### src/rtl/nibble_flag_arbiter.sv
// rtl/nibble_flag_arbiter.sv - round-robin arbiter sharing one 4-bit data >= threshold flag evaluator
module nibble_flag_arbiter #(
    parameter int NUM_REQ = 4,
    parameter int IDW     = 2
) (
    input  logic                 clk,
    input  logic                 rst_n,
    input  logic [NUM_REQ-1:0]   req_valid,
    input  logic [4*NUM_REQ-1:0] req_data,
    output logic [NUM_REQ-1:0]   req_ready,
    input  logic [3:0]           cfg_thresh,
    output logic                 rsp_valid,
    output logic [IDW-1:0]       rsp_id,
    output logic                 rsp_flag,
    input  logic                 rsp_ready,
    output logic                 busy,
    output logic [7:0]           served_cnt
);

    typedef enum logic [1:0] {
        ST_IDLE = 2'd0,
        ST_EVAL = 2'd1,
        ST_RESP = 2'd2
    } state_t;

    localparam logic [IDW:0]   LP_NUM  = (IDW+1)'(NUM_REQ);
    localparam logic [IDW-1:0] LP_LAST = IDW'(NUM_REQ - 1);

    state_t         r_state;
    state_t         w_next;
    logic [IDW-1:0] r_rr_ptr;
    logic [3:0]     r_data_q;
    logic [3:0]     r_thr_q;
    logic [IDW-1:0] r_id_q;
    logic           r_flag_q;
    logic [7:0]     r_served;

    logic [IDW-1:0] w_sel;
    logic           w_found;
    logic           w_accept;
    logic [3:0]     w_data;

    // Search starts one past the last winner and wraps modulo NUM_REQ.
    always_comb begin
        logic [IDW:0] v_cand;
        w_found = 1'b0;
        w_sel   = '0;
        v_cand  = '0;
        for (int k = 1; k <= NUM_REQ; k++) begin
            v_cand = {1'b0, r_rr_ptr} + (IDW+1)'(k);
            if (v_cand >= LP_NUM) begin
                v_cand = v_cand - LP_NUM;
            end
            if (!w_found && req_valid[v_cand[IDW-1:0]]) begin
                w_found = 1'b1;
                w_sel   = v_cand[IDW-1:0];
            end
        end
    end

    assign w_accept  = (r_state == ST_IDLE) && w_found;
    assign req_ready = w_accept ? (NUM_REQ'(1) << w_sel) : '0;
    assign w_data    = req_data[{w_sel, 2'b00} +: 4];

    always_ff @(posedge clk or negedge rst_n) begin
        if (!rst_n) begin
            r_state <= ST_IDLE;
        end else begin
            r_state <= w_next;
        end
    end

    always_comb begin
        w_next = r_state;
        case (r_state)
            ST_IDLE: if (w_accept)  w_next = ST_EVAL;
            ST_EVAL:                w_next = ST_RESP;
            ST_RESP: if (rsp_ready) w_next = ST_IDLE;
            default:                w_next = ST_IDLE;
        endcase
    end

    // Threshold is latched with the data so later cfg changes cannot alter the in-flight result.
    always_ff @(posedge clk or negedge rst_n) begin
        if (!rst_n) begin
            r_rr_ptr <= LP_LAST;
            r_data_q <= 4'd0;
            r_thr_q  <= 4'd0;
            r_id_q   <= '0;
            r_flag_q <= 1'b0;
            r_served <= 8'd0;
        end else begin
            if (w_accept) begin
                r_rr_ptr <= w_sel;
                r_data_q <= w_data;
                r_thr_q  <= cfg_thresh;
                r_id_q   <= w_sel;
            end
            if (r_state == ST_EVAL) begin
                r_flag_q <= (r_data_q >= r_thr_q);
            end
            if ((r_state == ST_RESP) && rsp_ready) begin
                r_served <= r_served + 8'd1;
            end
        end
    end

    assign rsp_valid  = (r_state == ST_RESP);
    assign rsp_id     = r_id_q;
    assign rsp_flag   = r_flag_q;
    assign busy       = (r_state != ST_IDLE);
    assign served_cnt = r_served;

endmodule

### config.mk
export PLATFORM = sky130hd
export DESIGN_NAME = nibble_flag_arbiter
export DESIGN_NICKNAME = d
export VERILOG_FILES = /design/src/rtl/nibble_flag_arbiter.sv
export SDC_FILE = /design/constraint.sdc
export NUM_CORES = 1
export LEC_CHECK = 0
export ABC_AREA = 0
export CAP_MARGIN = 20
export CORE_AREA = 2 2 107 57
export DETAILED_ROUTE_END_ITERATION = 8
export DIE_AREA = 0 0 109 59
export RECOVER_POWER = 50
export SYNTH_ARGS = -nofsm -noshare
export SYNTH_HDL_FRONTEND = slang
export SYNTH_SLANG_ARGS = --single-unit
### constraint.sdc
create_clock -name clk -period 2.4 [get_ports clk]
set_input_delay 0.6 -clock clk [delete_from_list [all_inputs] [get_ports clk]]
set_output_delay 0.6 -clock clk [all_outputs]
set_load 0.02 [all_outputs]
==> summary.md <==
| Metric | Value |
|---|---|
| Status | complete, no violations |
| R2R cell count | 11 |
| M1 GR Usage | 0.1182 |
| Syn nets | 163 |
| Clock latency on the worst-skew pair | 0.26 ns |
| Fin cells | 274 |
| Initial antenna violation count | 0 |
| First-pass GRT wire length | 5119 µm |
| Met2 usage | 0.1952 |
| Pre-antenna DRT Iters | 4 |
| RR Startpoint | r_rr_ptr[1] |
| Gr usage total | 0.1026 |
| Clock Tree Buf Depth | 2 |
| Critical path's top delay family | simple AND/OR/NAND/NOR gates |
| Maximum net fanout on the critical path | 3 |
| DR vias | 1222 |
| Largest net degree at the start of global routing | 24 |
| Crit. End Element | output port |
| Final ANT Viol Nets | 0 |
| Layout cells sized above 1 | 0.3134 |
| Worst setup SP type | input pin |
| GPL Wtd Cong | 0.6718 |
| Clk pin slew, worst setup/hold paths | 0.08 ns |
| Achievable Freq | 421.5 MHz |
| Setup violation total in the final timing report | 0 |
| Worst-Margin Slew | 1.201 ns |
| Number of global-route vias before repair | 1187 |
| Final net count | 234 |
| Root cell of the clock tree | clkbuf_8 |
| Post-Syn Instances | 131 |
| Crit path buf inv count | 3 |
| CP Cell Sequence | clkdlybuf4s15_1 -> or4_4 -> nand2_4 -> inv_2 -> nand2_2 -> nor2_1 -> buf_4 |
| Hold Crit Depth | 1 |
| Fin crit share | 0.9886 |
| Buffers on Ports | 43 |
| Core ar. | 5396 µm² |
| CTS Hold Bufs | 0 |
| ANT cells | 0 |
| Vias/cell | 4.460 |
| CTS Sinks | 23 |
| Post-synthesis average cell area | 10.13 µm² |
| Total congestion overflow | 0 |
| # DRC | 0 |
| Max-cap violations | 0 |
| Die H | 59 µm |
| Rows | 19 |
| Busiest grt layer | met2 |
| HPWL after DPL | 2511 µm |
| HP Start | served_cnt[7] |
| Die Footprint | 6431 µm² |
| Relative slew slack | 0.1993 |
| Worst VDD drop | 0.4380 mV |
| Placed cells | 263 |
| Fillers | 552 |
| WS Path Type | input pin to output port |
| Pins Over Slew Limit | 0 |
| H-Tree Depth | 1 |
| Required @ worst endpoint | 1.80 ns |
| YS warnings | 0 |
| Reg-to-reg slack, setup | 0.18 ns |
| Syn-to-layout area delta | 56.27% |
| Post-Syn Area | 1328 µm² |
| Fin. Hold Viols | 0 |
| WL final | 3343 µm |
| Initial DRC count | 23 |
| CTS tree | done |
| Grt met3 use | 0.02527 |
| Arr. time, crit path | 1.77 ns |
| Post-synth cell types | 35 |
| # IOs | 44 |
| PD cells | 1149 nW/µm² |
| R2R Path End | rsp_id[1] |
| Fin crit period | 2.373 ns |
| Worst hold-check path type | flip-flop to flip-flop |
| Num CTS Buffers | 3 |
| Final std cell area, no fill | 2074 µm² |
| Fin Clk Skew | 0.003236 ns |
| Initial Utilization | 0.2460 |
| Leak | 0.0009536 µW |
| Placed instance area | 1958 µm² |
| Seq/Total Area, Yosys | 0.4354 |
| Worst path slowest cell | or4_4 |
| Die Wd | 109 µm |
| Post-synthesis register bit count | 23 |
| Post-DR wirelength/cell | 12.20 µm |
| Worst Hold Path EP | served_cnt[7] |
| Crit-path max cell delay | 0.54 ns |
repair_timing:
item	CTS	global route
resized for setup	37	10
pin swaps	4	1
setup buffers	6	1
endpoints found under the setup margin	4	5
hold endpoints to repair	0	0
stage by stage:
stage                     utilization  setup WS [ns]  setup TNS (ns)  hold WS (ns)  total power, µW
after detailed placement       0.3629        -0.7336          -3.943        0.4626             2016
after CTS                      0.3828       0.001198               0        0.4789             2351
final                          0.3844        0.02746               0        0.4783             2384
after global routing           0.3844       -0.04898        -0.07776        0.4989             2564
after floorplan                     -        0.09715               0        0.3044             1464
after global placement         0.3629        -0.6994          -3.597        0.4614             1984
worst max path at each step:
| stage | startpoint | to | slack (ns) | cells past startpoint |
|---|---|---|---|---|
| 2_1_floorplan | req_valid[3] | req_ready[0] | 0.1 | 6 |
| 3_3_place_gp | req_valid[0] | req_ready[3] | -0.70 | 6 |
| 3_5_place_dp | req_valid[0] | req_ready[2] | -0.73 | 7 |
| 4_1_cts | req_valid[1] | req_ready[1] | 0.001 | 6 |
| 5_1_grt | r_rr_ptr[1] | req_ready[0] | -0.05 | 6 |
| 6_report | req_valid[2] | req_ready[0] | 0.03 | 7 |
cell type report:
type,instances,area [µm²],area share
Multi-Input combinational cell,95,721.9,0.3480
Tap cell,73,91.34,0.04403
Sequential cell,23,578.1,0.2786
Clock buffer,4,45.04,0.02171
Inverter,10,37.54,0.01809
Timing Repair Buffer,69,600.6,0.2895
synthesized netlist by cell type:
cell type / instances / area share
inv_1: 9 / 0.025
mux2i_1: 1 / 0.0075
o211a_1: 1 / 0.0075
a21oi_1: 10 / 0.038
and3_1: 1 / 0.0047
o21ai_0: 5 / 0.019
o22ai_1: 1 / 0.0047
inv_2: 1 / 0.0028
dfstp_2: 2 / 0.040
clkbuf_8: 2 / 0.021
a21oi_4: 1 / 0.012
mux2_2: 9 / 0.076
a21o_2: 1 / 0.0066
ha_1: 5 / 0.047
nor2b_1: 1 / 0.0047
o2bb2ai_1: 1 / 0.0066
nand3_1: 12 / 0.045
dfrtp_1: 21 / 0.40
a21boi_1: 1 / 0.0057
a32oi_2: 1 / 0.012
nand2b_1: 3 / 0.014
o21a_1: 1 / 0.0057
a31oi_2: 1 / 0.0094
nor2_2: 2 / 0.0094
a21o_1: 4 / 0.023
nand2_1: 13 / 0.037
buf_6: 1 / 0.0085
nand3b_1: 1 / 0.0057
nor3_1: 2 / 0.0075
xnor2_1: 4 / 0.026
xor2_1: 3 / 0.020
or4_1: 1 / 0.0057
a221o_1: 4 / 0.030
nor2_1: 4 / 0.011
and2_1: 1 / 0.0047
placed cells by master (no fill, tap or decap), drive strengths merged:
cell type,Yosys,layout
clkdlybuf4s50,0,33
buf,1,31
dfrtp,21,21
nand2,13,13
nand3,12,12
a21oi,11,11
inv,10,10
mux2,9,9
nor2,6,6
clkbuf,2,6
o21ai,5,5
ha,5,5
a21o,5,5
a221o,4,4
xnor2,4,4
nand2b,3,3
xor2,3,3
nor3,2,2
dlygate4sd3,0,2
dfstp,2,2
o211a,1,1
a31oi,1,1
a32oi,1,1
o22ai,1,1
nor2b,1,1
mux2i,1,1
o2bb2ai,1,1
or4,1,1
and2,1,1
nand3b,1,1
and3,1,1
o21a,1,1
a21boi,1,1
clkdlybuf4s15,0,1
kinds of logic (layout without fill, tap and decap cells):
group	after synthesis	after routing	synth area share
simple gates	41	41	0.1499
compound gates	32	32	0.1800
flops	23	23	0.4354
buf+inv	13	83	0.05749
mux	10	10	0.08389
xor+xnor	7	7	0.04618
fa+ha+maj	5	5	0.04713
sequential cells by signal (all words and copies together) (netlist names):
signal,count
r_data_q,4
r_rr_ptr,2
r_state,2
r_thr_q,4
rsp_flag,1
rsp_id,2
served_cnt,8
metal layers:
metal / share of wire / vias up
met4: 0.0078 / 0
met3: 0.021 / 2
met1: 0.42 / 605
met5: 0 / -
met2: 0.55 / 14
li1: - / 601
where the power goes:
| group | switching, µW | leakage, µW | internal, µW |
|---|---|---|---|
| Combinational | 696 | 0.000646 | 763 |
| Sequential | 125 | 0.000285 | 565 |
| Clock | 117 | 0.0000228 | 118 |
| Total | 937 | 0.000954 | 1450 |
Power figures use the tool's default switching activity.
